**config.mk**
```make
export PLATFORM = sky130hd
export DESIGN_NAME = evict_data_buf_flat
export DESIGN_NICKNAME = d
export VERILOG_FILES = /design/src/rtl/evict_data_buf_if.sv /design/src/rtl/evict_data_buf.sv /design/src/flat_wrapper.sv
export SDC_FILE = /design/constraint.sdc
export NUM_CORES = 1
export LEC_CHECK = 0
export CORE_UTILIZATION = 30
export CTS_CLUSTER_DIAMETER = 200
export DETAILED_ROUTE_END_ITERATION = 8
export GPL_TIMING_DRIVEN = 0
export PLACE_DENSITY = 0.53
export SYNTH_ARGS = -nofsm -noshare
export SYNTH_HDL_FRONTEND = slang
export SYNTH_SLANG_ARGS = --single-unit
```
**constraint.sdc**
```tcl
create_clock -name clk -period 7.4 [get_ports clk]
set_input_delay 1.48 -clock clk [delete_from_list [all_inputs] [get_ports clk]]
set_output_delay 1.48 -clock clk [all_outputs]
set_load 0.1 [all_outputs]
```
**src/rtl/evict_data_buf_if.sv**
```systemverilog
// Bus bundle for the evict data buffer: per-lane eviction writes in, one drain port out.
// The payload type lives in vector_cache_pkg, which is guarded so either rtl file may be read first.
`ifndef VECTOR_CACHE_PKG_DEFINED
`define VECTOR_CACHE_PKG_DEFINED
package vector_cache_pkg;
    typedef struct packed {
        logic [7:0]  tag;
        logic [31:0] data;
    } group_data_pld_t;
endpackage
`endif

interface evict_data_buf_if;
    import vector_cache_pkg::*;

    logic [3:0]            evict_data_out_vld_to_evdb;
    group_data_pld_t [3:0] evict_data_out_to_evdb;
    logic                  evdb_out_vld;
    group_data_pld_t       evdb_out_pld;
    logic [1:0]            evdb_out_lane;
    logic                  evdb_out_rdy;
    logic [3:0]            evdb_afull;
    logic                  evdb_empty;
    logic                  evdb_ovf_err;

    // master: the scheduler / write-path side that feeds and drains the buffer
    modport master (
        output evict_data_out_vld_to_evdb,
        output evict_data_out_to_evdb,
        output evdb_out_rdy,
        input  evdb_out_vld,
        input  evdb_out_pld,
        input  evdb_out_lane,
        input  evdb_afull,
        input  evdb_empty,
        input  evdb_ovf_err
    );

    modport slave (
        input  evict_data_out_vld_to_evdb,
        input  evict_data_out_to_evdb,
        input  evdb_out_rdy,
        output evdb_out_vld,
        output evdb_out_pld,
        output evdb_out_lane,
        output evdb_afull,
        output evdb_empty,
        output evdb_ovf_err
    );
endinterface

```
**src/rtl/evict_data_buf.sv**
```systemverilog
// Evict data buffer: four per-lane FIFOs drained one line per cycle by a round-robin arbiter.
// Define EVDB_OVF_CHK_EN to build the sticky overflow detector (evdb_ovf_err tied low otherwise).
`ifndef VECTOR_CACHE_PKG_DEFINED
`define VECTOR_CACHE_PKG_DEFINED

`endif

module evict_data_buf
    import vector_cache_pkg::*;
#(
    parameter int DEPTH     = 4,
    parameter int AFULL_LVL = 2
) (
    input  logic            clk,
    input  logic            rst_n,
    evict_data_buf_if.slave evdb
);
    localparam int PW = $clog2(DEPTH);
    localparam int CW = $clog2(DEPTH + 1);
    localparam logic [CW-1:0] FULL_CNT  = CW'(DEPTH);
    localparam logic [CW-1:0] AFULL_CNT = CW'(DEPTH - AFULL_LVL);

    logic [3:0]      lane_nz;
    logic [3:0]      lane_full;
    logic [3:0]      push;
    logic [3:0]      pop;
    logic [3:0]      cnt_d_zero;
    logic [3:0]      afull_d;
    logic [3:0]      afull_q;
    group_data_pld_t head_pld [4];

    logic [1:0] rr_ptr_q, rr_ptr_d;
    logic [1:0] grant_idx;
    logic [1:0] arb_cand;
    logic       grant_vld;
    logic       handshake;
    logic       empty_q, empty_d;

    // First non-empty lane at or after rr_ptr, wrapping 3 -> 0.
    always_comb begin
        grant_vld = 1'b0;
        grant_idx = 2'd0;
        arb_cand  = 2'd0;
        for (int k = 0; k < 4; k++) begin
            arb_cand = rr_ptr_q + 2'(k);
            if (!grant_vld && lane_nz[arb_cand]) begin
                grant_vld = 1'b1;
                grant_idx = arb_cand;
            end
        end
    end

    assign handshake = grant_vld && evdb.evdb_out_rdy;

    for (genvar gi = 0; gi < 4; gi++) begin : g_lane
        logic [PW-1:0]   wptr_q, wptr_d;
        logic [PW-1:0]   rptr_q, rptr_d;
        logic [CW-1:0]   cnt_q, cnt_d;
        group_data_pld_t mem [DEPTH];

        assign lane_nz[gi]   = (cnt_q != '0);
        assign lane_full[gi] = (cnt_q == FULL_CNT);
        assign pop[gi]       = handshake && (grant_idx == 2'(gi));
        // A full lane still takes a write when its head leaves in the same cycle.
        assign push[gi]      = evdb.evict_data_out_vld_to_evdb[gi] && (!lane_full[gi] || pop[gi]);

        always_comb begin
            wptr_d = wptr_q + PW'(push[gi]);
            rptr_d = rptr_q + PW'(pop[gi]);
            cnt_d  = cnt_q + CW'(push[gi]) - CW'(pop[gi]);
        end

        always_ff @(posedge clk or negedge rst_n) begin
            if (!rst_n) begin
                wptr_q <= '0;
                rptr_q <= '0;
                cnt_q  <= '0;
            end else begin
                wptr_q <= wptr_d;
                rptr_q <= rptr_d;
                cnt_q  <= cnt_d;
            end
        end

        always_ff @(posedge clk) begin
            if (push[gi]) begin
                mem[wptr_q] <= evdb.evict_data_out_to_evdb[gi];
            end
        end

        assign head_pld[gi]   = mem[rptr_q];
        assign cnt_d_zero[gi] = (cnt_d == '0);
        assign afull_d[gi]    = (cnt_d >= AFULL_CNT);
    end

    always_comb begin
        rr_ptr_d = handshake ? (grant_idx + 2'd1) : rr_ptr_q;
        empty_d  = &cnt_d_zero;
    end

    always_ff @(posedge clk or negedge rst_n) begin
        if (!rst_n) begin
            rr_ptr_q <= 2'd0;
            afull_q  <= 4'd0;
            empty_q  <= 1'b1;
        end else begin
            rr_ptr_q <= rr_ptr_d;
            afull_q  <= afull_d;
            empty_q  <= empty_d;
        end
    end

`ifdef EVDB_OVF_CHK_EN
    logic [3:0] ovf_evt;
    logic       ovf_err_q, ovf_err_d;

    for (genvar gi = 0; gi < 4; gi++) begin : g_ovf
        assign ovf_evt[gi] = evdb.evict_data_out_vld_to_evdb[gi] && lane_full[gi] && !pop[gi];
`ifndef SYNTHESIS
        always @(posedge clk) begin
            if (rst_n && ovf_evt[gi]) begin
                $error("evict_data_buf: write dropped on full lane %0d", gi);
            end
        end
`endif
    end

    always_comb begin
        ovf_err_d = ovf_err_q | (|ovf_evt);
    end

    always_ff @(posedge clk or negedge rst_n) begin
        if (!rst_n) begin
            ovf_err_q <= 1'b0;
        end else begin
            ovf_err_q <= ovf_err_d;
        end
    end

    assign evdb.evdb_ovf_err = ovf_err_q;
`else
    assign evdb.evdb_ovf_err = 1'b0;
`endif

    // Drain port is combinational from registered FIFO state, giving one-cycle write-to-drain.
    assign evdb.evdb_out_vld  = grant_vld;
    assign evdb.evdb_out_lane = grant_idx;
    assign evdb.evdb_out_pld  = grant_vld ? head_pld[grant_idx] : '0;
    assign evdb.evdb_afull    = afull_q;
    assign evdb.evdb_empty    = empty_q;

endmodule

```
**src/flat_wrapper.sv**
```systemverilog
// flat-port wrapper written by rule: the top's interface ports become plain ports
module evict_data_buf_flat import vector_cache_pkg::*;
#(
    parameter int DEPTH     = 4,
    parameter int AFULL_LVL = 2
)
  (clk, rst_n, evdb_evict_data_out_vld_to_evdb, evdb_evict_data_out_to_evdb, evdb_evdb_out_rdy, evdb_evdb_out_vld, evdb_evdb_out_pld, evdb_evdb_out_lane, evdb_evdb_afull, evdb_evdb_empty, evdb_evdb_ovf_err);
  evict_data_buf_if evdb_i ();
  input  logic clk;
  input  logic rst_n;
  input wire logic [$bits(evdb_i.evict_data_out_vld_to_evdb)-1:0] evdb_evict_data_out_vld_to_evdb;
  input wire logic [$bits(evdb_i.evict_data_out_to_evdb)-1:0] evdb_evict_data_out_to_evdb;
  input wire logic [$bits(evdb_i.evdb_out_rdy)-1:0] evdb_evdb_out_rdy;
  output wire logic [$bits(evdb_i.evdb_out_vld)-1:0] evdb_evdb_out_vld;
  output wire logic [$bits(evdb_i.evdb_out_pld)-1:0] evdb_evdb_out_pld;
  output wire logic [$bits(evdb_i.evdb_out_lane)-1:0] evdb_evdb_out_lane;
  output wire logic [$bits(evdb_i.evdb_afull)-1:0] evdb_evdb_afull;
  output wire logic [$bits(evdb_i.evdb_empty)-1:0] evdb_evdb_empty;
  output wire logic [$bits(evdb_i.evdb_ovf_err)-1:0] evdb_evdb_ovf_err;
  assign evdb_i.evict_data_out_vld_to_evdb = evdb_evict_data_out_vld_to_evdb;
  assign evdb_i.evict_data_out_to_evdb = evdb_evict_data_out_to_evdb;
  assign evdb_i.evdb_out_rdy = evdb_evdb_out_rdy;
  assign evdb_evdb_out_vld = evdb_i.evdb_out_vld;
  assign evdb_evdb_out_pld = evdb_i.evdb_out_pld;
  assign evdb_evdb_out_lane = evdb_i.evdb_out_lane;
  assign evdb_evdb_afull = evdb_i.evdb_afull;
  assign evdb_evdb_empty = evdb_i.evdb_empty;
  assign evdb_evdb_ovf_err = evdb_i.evdb_ovf_err;
  evict_data_buf #(.DEPTH(DEPTH), .AFULL_LVL(AFULL_LVL)) u_core (.clk(clk), .rst_n(rst_n), .evdb(evdb_i));
endmodule
```
==> impl_metrics.csv <==
group,metric,value,unit
floorplanning,die_w,297,microns
setup_path,endpoint_kind,"output pin",
min_path,hp-start,"u_core.g_lane[2].rptr_q[0]$_DFF_PN0_",
placed_design,gp_congestion,0.776,
timing,fin_skew,0.0180,ns
finish,drive_gt1_share,23.7,%
timing,finalSetupTns,0,ns
setup_path,path_cells,"nor3_1 > o21ai_0 > o22ai_1 > buf_6 > buf_2 > mux2i_1 > a211oi_1 > clkdlybuf4s50_1",
timing,setup_viol,0,
setup_path,critPathKind,"flop to output pin",
timing,tightestPinTransition,1.21,ns
clock_tree,cts_made_buffers,71,
yosys,synth-edff-count,640,
floorplanning,coreArea,0.0858,sq mm
timing,rsz0062_at_grt,"false",
timing,final-max-slew-violation-count,0,
floorplanning,rows,107,
clock_tree,cts.path.max_buffers,3,
setup_path,cp_top_family,"buffers and inverters",
placed_design,io_buffers,214,
detailed_routing,antenna_left,0,
clock_tree,clk_latency,0.61,ns
timing,setup_slack,0.898,ns
timing,period_share,87.9,%
job,drv_cap,0,
outcome,status,"finished clean",
yosys,ys_seq_elements,675,
grt,grt_max_degree,36,
yosys,synth-async-reset-ratio,5.19,%
setup_path,startpoint_type,"flop",
clock_tree,cts_sinks,675,
setup_path,startpoint,"u_core.g_lane[3].cnt_q[1]$_DFF_PN0_",
yosys,netlist_area,0.0262,sq mm
setup_path,r2r_start,"u_core.g_lane[3].cnt_q[1]$_DFF_PN0_",
timing,clock.fmax,0.154,GHz
yosys,synth_seq_area_share,76.8,%
timing,slew_headroom,19.1,%
clock_tree,cts.htree.levels,3,
clock_tree,cts_root_buf,"clkbuf_16",
timing,hold_viol_final,0,
yosys,synthCells,1193,
detailed_routing,first_iter_violations,1103,
floorplanning,dieArea,0.0884,sq mm
clock_tree,ctsHoldBuffers,0,
floorplanning,io-pin-count,216,
finish,final_cell_mix,"edfxtp_1 (640), clkdlybuf4s50_1 (213), mux4_2 (160), clkbuf_16 (72), clkbuf_1 (56)",
placed_design,dp_slack,1.56,ns
yosys,yosysUniqueCellTypes,52,
setup_path,crit_slowest_cell,"clkdlybuf4s50_1",
grt,grt_pass1_vias,13900,
floorplanning,start_util,30.5,%
finish,final_common_cell,"edfxtp_1",
placed_design,place.detailed.hpwl,52300,microns
yosys,synthFlopType,"edfxtp_1",
detailed_routing,via_per_inst,4.78,
finish,nFillCells,7699,
setup_path,crit_buf_inv,3,
grt,grt_pass1_wl,100000,microns
yosys,synth_area_per_cell,21.9,sq um
grt,antenna_found_initial,23,
setup_path,cp.required,5.92,ns
min_path,hp-class,"flop to flop",
clock_tree,post_cts_resized,0,
setup_path,critical_path_arrival,5.02,ns
detailed_routing,post_drt_wl_per_cell,25.6,microns
finish,syn_to_final_growth,25.7,%
detailed_routing,drc,0,
finish,multi_input_comb_area,0.00580,sq mm
yosys,syn-num-nets,1380,
timing,period_needed,6.50,ns
clock_tree,cts_tree,"built",
yosys,yosysWarningCount,0,
grt,grtUsageTotal,16.0,%
finish,register_area,0.0201,sq mm
clock_tree,cts.clk_slew.worst_paths,0.06,ns
finish,nets,1730,
setup_path,cp_slowest_stage_delay,1.24,ns
floorplanning,die_height,297,microns
setup_path,cp_max_fo,10,
detailed_routing,dr.pass1.iters,5,
grt,overflow,0,
detailed_routing,vias,13100,
clock_tree,cts_setup_buffers,0,
detailed_routing,wl,70400,microns
synth_stat cells, types with 2 or more instances:
cell type | count | share of area [%]
ha_1 | 16 | 0.77
mux2i_1 | 42 | 1.6
xnor2_1 | 7 | 0.23
or2_2 | 3 | 0.072
edfxtp_1 | 640 | 73
nand2b_1 | 2 | 0.048
fa_1 | 4 | 0.31
or3_1 | 3 | 0.072
nand2_1 | 8 | 0.11
nor2b_1 | 2 | 0.048
clkbuf_1 | 41 | 0.59
a211oi_1 | 39 | 1.1
buf_1 | 7 | 0.10
inv_2 | 2 | 0.029
buf_2 | 18 | 0.34
nor2_1 | 6 | 0.086
nor3_1 | 48 | 0.92
inv_1 | 16 | 0.23
o21ai_1 | 2 | 0.038
nor4b_2 | 2 | 0.11
a21oi_1 | 4 | 0.077
dfrtp_1 | 34 | 3.3
xor2_1 | 9 | 0.30
nor4_1 | 2 | 0.048
o22ai_1 | 3 | 0.072
o311a_4 | 2 | 0.16
o21ai_0 | 43 | 0.82
nor3b_1 | 5 | 0.14
mux4_2 | 160 | 14
path summary, 6_finish.rpt:
path | end | depth (start not counted) | slack (ns)
worst max-delay path | evdb_evdb_out_pld[27] | 8 | 0.90
worst min-delay path | u_core.g_lane[2].rptr_q[0]$_DFF_PN0_ | 1 | 0.50
worst max register to register | u_core.evdb.evdb_empty$_DFF_PN1_ | 16 | 3.03
worst min register to register | u_core.g_lane[2].rptr_q[0]$_DFF_PN0_ | 1 | 0.50
max in group asynchronous | u_core.g_lane[0].wptr_q[0]$_DFF_PN0_ | 1 | 5.86
min in group asynchronous | u_core.evdb.evdb_afull[0]$_DFF_PN0_ | 1 | 0.98
worst reg2reg max path, cell delays in order, from the launching register on:
cell	delay, ns
dfrtp_1	0.45
nor3_1	0.61
o21ai_0	0.20
o22ai_1	0.23
buf_6	0.20
inv_2	0.11
buf_2	0.26
nor3_1	0.36
ha_1	0.31
inv_1	0.06
ha_1	0.13
inv_1	0.05
fa_1	0.40
xnor2_1	0.14
xnor2_1	0.14
or2_2	0.35
nor4_1	0.27
logic make-up (layout without fill, tap and decap cells):
family	after synthesis	after routing	share of synthesized area (%)
DFF	675	675	76.8
muxes	203	203	15.4
AOI/OAI and AO/OA	103	103	2.78
and+or+nand+nor	89	89	1.99
buffers and inverters	86	491	1.36
adders and majority gates	20	20	1.07
xor gates and xnor gates	16	16	0.536
other	1	7	0.0143
flip-flops by register name, summed over array words and instances, names as in the netlist:
name / cells
u_core.g_lane.cnt_q: 12
u_core.rr_ptr_q: 2
u_core.evdb.evdb_afull: 4
u_core.g_lane.mem: 640
u_core.evdb.evdb_empty: 1
u_core.g_lane.wptr_q: 8
u_core.g_lane.rptr_q: 8
routing by layer:
metal	global-route usage (%)	share of wire, %	up-vias	routed length (microns)
li1	-	-	5736	-
met1	19.6	40	6892	27800
met2	26.7	49	353	34500
met3	5.44	8.4	127	5920
met4	4.92	2.6	36	1850
met5	0	0.32	-	222
layout make-up:
class	count	area share [%]
Tap cell	1144	4.35
Inverter	18	0.205
Clock buffer	92	5.86
Multi-Input combinational cell	432	17.6
Antenna cell	6	0.0457
Sequential cell	675	61.1
Timing Repair Buffer	277	8.89
Clock inverter	36	1.02
Buffer	68	0.879
metrics by stage:
stage          hold slack, ns  cell area, sq um  instances  utilization [%]
3_5_place_dp            0.492             30600       2614             35.7
5_1_grt                 0.535             32900       2742             38.3
6_report                0.504             32900       2748             38.3
4_1_cts                 0.507             32900       2742             38.3
2_1_floorplan           0.477             26200       1193                -
3_3_place_gp            0.488             29700       2551             34.6
Power is not shown: default switching activity piles up to over one toggle a cycle in this logic, so the estimate is an artifact.
